`config.mk`:
```
export PLATFORM = sky130hd
export DESIGN_NAME = mapped_timer_bank
export DESIGN_NICKNAME = d
export VERILOG_FILES = /design/src/rtl/mapped_timer_bank.sv
export SDC_FILE = /design/constraint.sdc
export NUM_CORES = 1
export LEC_CHECK = 0
export BUFFER_PORTS_ARGS = -buffer_cell sky130_fd_sc_hd__buf_2
export CAP_MARGIN = 15
export CORE_AREA = 2 2 229 231
export DETAILED_ROUTE_END_ITERATION = 6
export DIE_AREA = 0 0 231 233
export GPL_TIMING_DRIVEN = 0
export PLACE_DENSITY_LB_ADDON = 0.08
export REMOVE_ABC_BUFFERS = 1
export SYNTH_ARGS = -nofsm -noshare
export SYNTH_HDL_FRONTEND = slang
export SYNTH_SLANG_ARGS = --single-unit
```
`constraint.sdc`:
```
create_clock -name i_clk -period 4.15 [get_ports i_clk]
set_clock_uncertainty 0.05 [all_clocks]
set_input_delay 0.415 -clock i_clk [delete_from_list [all_inputs] [get_ports i_clk]]
set_output_delay 0.415 -clock i_clk [all_outputs]
set_load 0.005 [all_outputs]
```
`src/rtl/mapped_timer_bank.sv`:
```
// Bank of CHANNELS 16-bit prescaled up-counters with compare match and irq.
// Decodes its own word window; reads outside it return zero for OR-combining.
module mapped_timer_bank #(
  parameter logic [13:0] BASE_ADDR = 14'h0020,
  parameter int          CHANNELS  = 4
) (
  input  logic                i_clk,
  input  logic                i_rstn,
  input  logic [13:0]         i_memAddr,
  input  logic [15:0]         i_memDataIn,
  input  logic                i_memWrEn,
  output logic [15:0]         o_memDataOut,
  input  logic                i_pause,
  output logic [CHANNELS-1:0] o_irq
);

  logic [CHANNELS-1:0] en;
  logic [CHANNELS-1:0] ar;
  logic [CHANNELS-1:0] ie;
  logic [CHANNELS-1:0] match;
  logic [7:0]          presc [CHANNELS];
  logic [7:0]          pre   [CHANNELS];
  logic [15:0]         count [CHANNELS];
  logic [15:0]         cmp   [CHANNELS];

  logic [13:0]         off;
  logic                in_win;
  logic [2:0]          ch;
  logic [1:0]          rsel;
  logic [CHANNELS-1:0] tick;
  logic [CHANNELS-1:0] hit;
  logic [CHANNELS-1:0] wsel;

  // Addresses below BASE_ADDR wrap to large offsets and fall outside.
  assign off    = i_memAddr - BASE_ADDR;
  assign in_win = off < 14'(4 * CHANNELS);
  assign ch     = off[4:2];
  assign rsel   = off[1:0];

  always_comb begin
    tick = '0;
    hit  = '0;
    wsel = '0;
    for (int c = 0; c < CHANNELS; c++) begin
      tick[c] = en[c] & ~i_pause & (pre[c] == presc[c]);
      hit[c]  = count[c] == cmp[c];
      wsel[c] = i_memWrEn & in_win & (ch == 3'(c));
    end
  end

  always_ff @(posedge i_clk) begin
    if (!i_rstn) begin
      en    <= '0;
      ar    <= '0;
      ie    <= '0;
      match <= '0;
      for (int c = 0; c < CHANNELS; c++) begin
        presc[c] <= '0;
        pre[c]   <= '0;
        count[c] <= '0;
        cmp[c]   <= '0;
      end
    end else begin
      for (int c = 0; c < CHANNELS; c++) begin
        if (wsel[c] && rsel == 2'd0) begin
          en[c]    <= i_memDataIn[0];
          ar[c]    <= i_memDataIn[1];
          ie[c]    <= i_memDataIn[2];
          presc[c] <= i_memDataIn[15:8];
          pre[c]   <= '0;
        end else begin
          if (en[c] && !i_pause)
            pre[c] <= tick[c] ? 8'd0 : pre[c] + 8'd1;
          if (tick[c] && hit[c] && !ar[c])
            en[c] <= 1'b0;
        end

        if (wsel[c] && rsel == 2'd1)
          count[c] <= i_memDataIn;
        else if (tick[c] && hit[c] && ar[c])
          count[c] <= '0;
        else if (tick[c] && !hit[c])
          count[c] <= count[c] + 16'd1;

        if (wsel[c] && rsel == 2'd2)
          cmp[c] <= i_memDataIn;

        // A match on the same edge outranks a software clear.
        if (tick[c] && hit[c])
          match[c] <= 1'b1;
        else if (wsel[c] && rsel == 2'd3 && i_memDataIn[0])
          match[c] <= 1'b0;
      end
    end
  end

  always_comb begin
    o_memDataOut = '0;
    for (int c = 0; c < CHANNELS; c++) begin
      if (in_win && ch == 3'(c)) begin
        case (rsel)
          2'd0:    o_memDataOut = {presc[c], 5'b0, ie[c], ar[c], en[c]};
          2'd1:    o_memDataOut = count[c];
          2'd2:    o_memDataOut = cmp[c];
          default: o_memDataOut = {15'b0, match[c]};
        endcase
      end
    end
  end

  assign o_irq = match & ie;

endmodule

```
---- Word-level counts from Yosys, hierarchy flattened ----
Memories as Yosys holds them, arrays and structs flattened.
Index checks and enable logic that the tools add are counted.
operators by class
  $add $sub $neg .......................... 9
  muxes and demuxes ....................... 145
  eq/ne operators ......................... 14
  reduce and logical (&&, ||, !) cells .... 63
  magnitude comparators ................... 1
  bitwise logic cells ..................... 43
operators with widths
  operator                 count
  $mux W16                 20
  $pmux W16 S3             4
  $mux W8                  16
  $mux W1                  105
  $add A16 B1 Y16 const B  4
  $eq A16 B16 Y1           4
  $logic_and A1 B1 Y1      44
  $add A8 B1 Y8 const B    4
  $eq A8 B8 Y1             4
  $or A1 B1 Y1             28
  $reduce_bool A2 Y1       8
  $lt A14 B5 Y1 const B    1
  $sub A14 B6 Y14 const B  1
  $and A1 B1 Y1            13
  $logic_not A1 Y1         9
  $eq A3 B2 Y1 const B     2
  $and A4 B4 Y4            1
  $eq A2 B2 Y1 const B     2
  $eq A3 B1 Y1 const B     1
  $logic_not A3 Y1         1
  $eq A2 B1 Y1 const B     1
  $logic_not A2 Y1         1
  $not A1 Y1               1
storage, ports and cells
  memories kept ........................... 4
  output and inout bits ................... 20
  bits in writable memories ............... 192
  register bits after elaboration ......... 16
memory list
  name   words  width  read ports  clocked after Yosys merged registers in  write ports  line  source
  cmp    4      16     4           0                                        4            24    logic [15:0] cmp [CHANNELS];
  count  4      16     4           0                                        4            23    logic [15:0] count [CHANNELS];
  pre    4      8      4           0                                        4            22    logic [7:0] pre [CHANNELS];
  presc  4      8      4           0                                        4            21    logic [7:0] presc [CHANNELS];

---- Longest topological paths before layout ----
  depth after elaboration ................. 11
  depth in mapped cells ................... 11
  depth with buffers taken out ............ 9

---- Worst setup path before layout ----
No wires, ideal clock.
  kind .................................... input to register
  start point ............................. in i_memAddr[5]
  end point ............................... mem cmp[2][0], enable pin
  setup time .............................. 0.411 ns
  data required time ...................... 3.689 ns
  path buffers ............................ 0
  stages .................................. 6
  arrival time ............................ 2.861 ns
  path slack .............................. 0.828 ns
  cell sequence ........................... inv_1 -> ha_1 -> nor4bb_2 -> nand4b_2 -> or3_4 -> o21ai_0
RTL lines
  element      line  source
  from (decl)  9     input logic [13:0] i_memAddr,
  to (decl)    24

---- Worst setup path in the final report ----
  start point ............................. in i_memAddr[0]
  end point ............................... out o_memDataOut[15]
between the ends
  longest elaborated chain between the ends .. 7
  elaborated cells on any way between the ends .. 21
  classes of those cells .................. add/sub: 1; order compare: 1; eq/ne: 5; mux: 8; reduce/logical: 6
ends and longest elaborated chain
  element                                              line      source
  $sub A14 B6 Y14 (*)                                  35        assign off = i_memAddr - BASE_ADDR;
  $lt A14 B5 Y1, or another cell as far along          36        assign in_win = off < 14'(4 * CHANNELS);
  $logic_and A1 B1 Y1 or $pmux W16 S3 (tied branches)  100, 101
  $mux W16 (3 in a row)                                100       if (in_win && ch == 3'(c)) begin
  $mux W16 (*)                                         100
  to (decl)                                            12        output logic [15:0] o_memDataOut,
Every way passes the cells marked *; elsewhere a longest branch is shown, timed or not.

==> key figures <==
Clocking
  – Clock Sinks: roughly 210
  – Worst skew pair latency: 0.58 ns
  – CTS tree: yes
  – H-Tree Depth: 1
  – # hold bufs at CTS: 0
  – Clk slew on worst S/H paths: approximately 0.050 ns
  – Deepest clock path buffer count: 3
  – Num CTS Buffers: 29
  – Post-CTS setup buffers: 0
  – Root buf cell: clkbuf_16

Critical path
  – R2R Path Start: count[2][3]
  – Maximum fanout along the worst path: approximately 50
  – Worst EP arrival: between 3 and 4 ns
  – R2R Setup Slk: between 0.3 and 0.4 ns
  – Crit-path cells: buf_4 -> nor2b_4 -> buf_12 -> a21oi_1 -> a21oi_1 -> nor2_1 -> a2111oi_0 -> buf_2
  – Crit path capture type: output port
  – Delay-heaviest family, CP: compound AO/OA/AOI/OAI gates
  – Req. time, crit path: ~3.7 ns
  – Crit path buf inv count: 3
  – Worst R2R End: count[2][13]
  – FF-to-FF path depth: 6
  – Slowest stage cell, crit path: a2111oi_0
  – Worst setup SP type: input port
  – Crit Path Class: in -> out
  – Worst path max stage delay: ~0.7 ns
  – Top cell by count, worst path: a21oi_1

Layout
  – Multi-input gate area: between 6000 and 7000 um2
  – Fillers: approximately 5400
  – Final Core Density: 0.2864
  – Area Growth Syn to Fin: 14.80%
  – Commonest non-fill, non-tap cell in the layout: edfxtp_1
  – Post-route cell area: 14640 um2
  – Nets: around 1300
  – Layout cell share with drive strength beyond 1: 0.1172
  – FF/Latch Area: around 6100 um2
  – Most frequent cells in the layout: edfxtp_1, nand2_1, nor2_1, and2_1, xor2_1

Synthesis
  – Flip-flop and latch count after synthesis: 208
  – Cell Area, Synth: roughly 13000 um2
  – EDFF count, synth: between 150 and 200
  – Ys Warns: 0
  – Syn Inst Count: around 1300
  – Async SR Flop Fraction: 0
  – Post-synth top flop: edfxtp_1
  – Post-synth cell types: between 60 and 70
  – Average size of a mapped cell: approximately 10 um2
  – Post-synthesis sequential area ratio: 0.4774

Global routing
  – Pin count of the biggest net entering global routing: 51
  – Total track usage: 0.1717
  – First-pass GRT wire length: roughly 67 mm
  – Vias in the first global route: 9627
  – Grt ovf: 0
  – Initial antenna violation count: 6

Pwr
  – Peak supply drop: roughly 0.26 mV
  – Clk network pwr share: 0.442
  – Power Internal: approximately 3900 uW
  – Leakage: 0.005103 uW
  – Comb power frac: 0.094
  – NetSw: ~1400 uW
  – Switching Fraction: 0.2691
  – Pwr Density: around 370 nW/um2
  – Sequential share of power: 0.464

Floorplanning
  – Initial core utilization: 0.2495
  – Row count: 83
  – Top-Level Pins: 54
  – Die H: approximately 230 um
  – Die Wd: between 200 and 250 um
  – Die Area: ~54000 um2
  – CORE AREA: around 50000 um2

Hold path
  – Min-delay worst type: in -> reg
  – WHS Endpoint: en[3]
  – Min-delay src: i_memDataIn[0]
  – Hold depth: 3

Detailed routing
  – Post-route DRC: 0
  – Average vias per placed instance: just under 5
  – Antenna Nets Post-Route: 0
  – Initial DRC count: 630
  – Wirelength, routed: 46.54 mm
  – WL per Instance: 23.19 um
  – Vias: 9672
  – Detailed Routing Iterations Pass 1: 5

STA
  – Final setup violation count: 0
  – Final hold violation count: 0
  – Setup Total Neg Slack: 0 ns
  – Max-slew violations: 0
  – RSZ-0062 raised after global routing: false
  – Final period utilization: 0.9748
  – Fmax: approximately 0.25 GHz
  – Max transition margin: 0.3151
  – Final min period: ~4.0 ns
  – Worst slew pin tran: approximately 1.0 ns

Place
  – Dpl cell area: about 14000 um2
  – IO Port Bufs: between 50 and 60
  – Hpwl dp: ~32 mm
  – Gpl congestion: a little over 0.8

Job
  – Max cap viols: 0

Run status
  – Status: finished clean
[tightest hold or removal path, delay by kind of cell]
| kind | cells | cell delay (ns) |
|---|---|---|
| AND/OR/NAND/NOR | 2 | 0.15 |
| buffers and inverters | 1 | 0.24 |
[kinds of logic after synthesis]
group / after synthesis / synth area share
simple gates: 534 / 0.2129
flops: 208 / 0.4774
compound gates: 206 / 0.1013
xor+xnor: 181 / 0.1243
buf+inv: 100 / 0.03425
mux: 47 / 0.04102
fa+ha+maj: 9 / 0.008833
[layer usage]
metal  vias up  GRT usage  share of wire  routed length [um]
met3        61    0.02377          0.043                2014
met2       198     0.2828           0.47               21820
met5         -          0        0.00088                  41
met1      4795     0.2354           0.46               21500
li1       4612          -              -                   -
met4         6    0.04536          0.025                1159
[cell type report]
| type | count | area share |
|---|---|---|
| tap | 680 | 0.05813 |
| sequential | 208 | 0.4158 |
| clock inverter | 11 | 0.005642 |
| antenna | 4 | 0.0006839 |
| inverter | 20 | 0.005130 |
| timing repair buffer | 65 | 0.03138 |
| clock buffer | 41 | 0.05403 |
| multi-input combinational | 978 | 0.4292 |
[worst max-delay path by stage]
stage,cells past startpoint,from,end
finish,8,i_memAddr[0],o_memDataOut[15]
floorplan,5,i_memAddr[1],count[2][0]
CTS,8,i_memAddr[0],o_memDataOut[15]
detailed placement,8,i_memAddr[0],o_memDataOut[15]
global route,6,count[2][12],count[2][9]
global placement,6,i_memAddr[0],count[2][12]
[per-stage QoR]
stage | power, uW | instances | hold slack [ns] | setup WS [ns]
global placement | 3033 | 1938 | 0.4309 | -4.499
global route | 5568 | 2003 | 0.2753 | 0.03936
CTS | 5450 | 2001 | 0.2278 | 0.02651
detailed placement | 3045 | 1949 | 0.4333 | -0.3520
finish | 5374 | 2007 | 0.2439 | 0.1045
floorplan | 2761 | 1205 | 0.4107 | -0.05971
[registers in the layout (all words and copies together) (netlist names)]
register,flops
cmp,64
match,4
ar,4
en,4
pre,32
count,64
presc,32
ie,4
[synthesized netlist by cell type (all sizes together) (19+ instances only)]
library cell,number,share of area
inv,20,0.0059
and3,22,0.011
edfxtp,192,0.45
o21ai,54,0.025
xor2,92,0.063
and2,99,0.049
a22oi,24,0.014
nor3,25,0.010
mux2i,41,0.032
nand3,51,0.020
nor4,19,0.012
xnor2,89,0.061
a21oi,75,0.029
clkbuf,45,0.014
buf,35,0.015
nand2,151,0.044
nor2,108,0.033
nand4,29,0.014
[power by group through the flow]
stage | clock network (uW) | registers, uW | logic, uW
final | 2380 | 2490 | 507
after global placement | 0 | 2540 | 494
after floorplan | 0 | 2490 | 267
after global routing | 2510 | 2500 | 548
after detailed placement | 0 | 2540 | 509
after CTS | 2450 | 2490 | 511
[repair_timing]
action	4_1_cts	5_1_grt
gates resized for setup	1	0
endpoints found under the setup margin	3	2
gates cloned	0	1
pin swaps	0	0
Power figures use the tool's default switching activity.
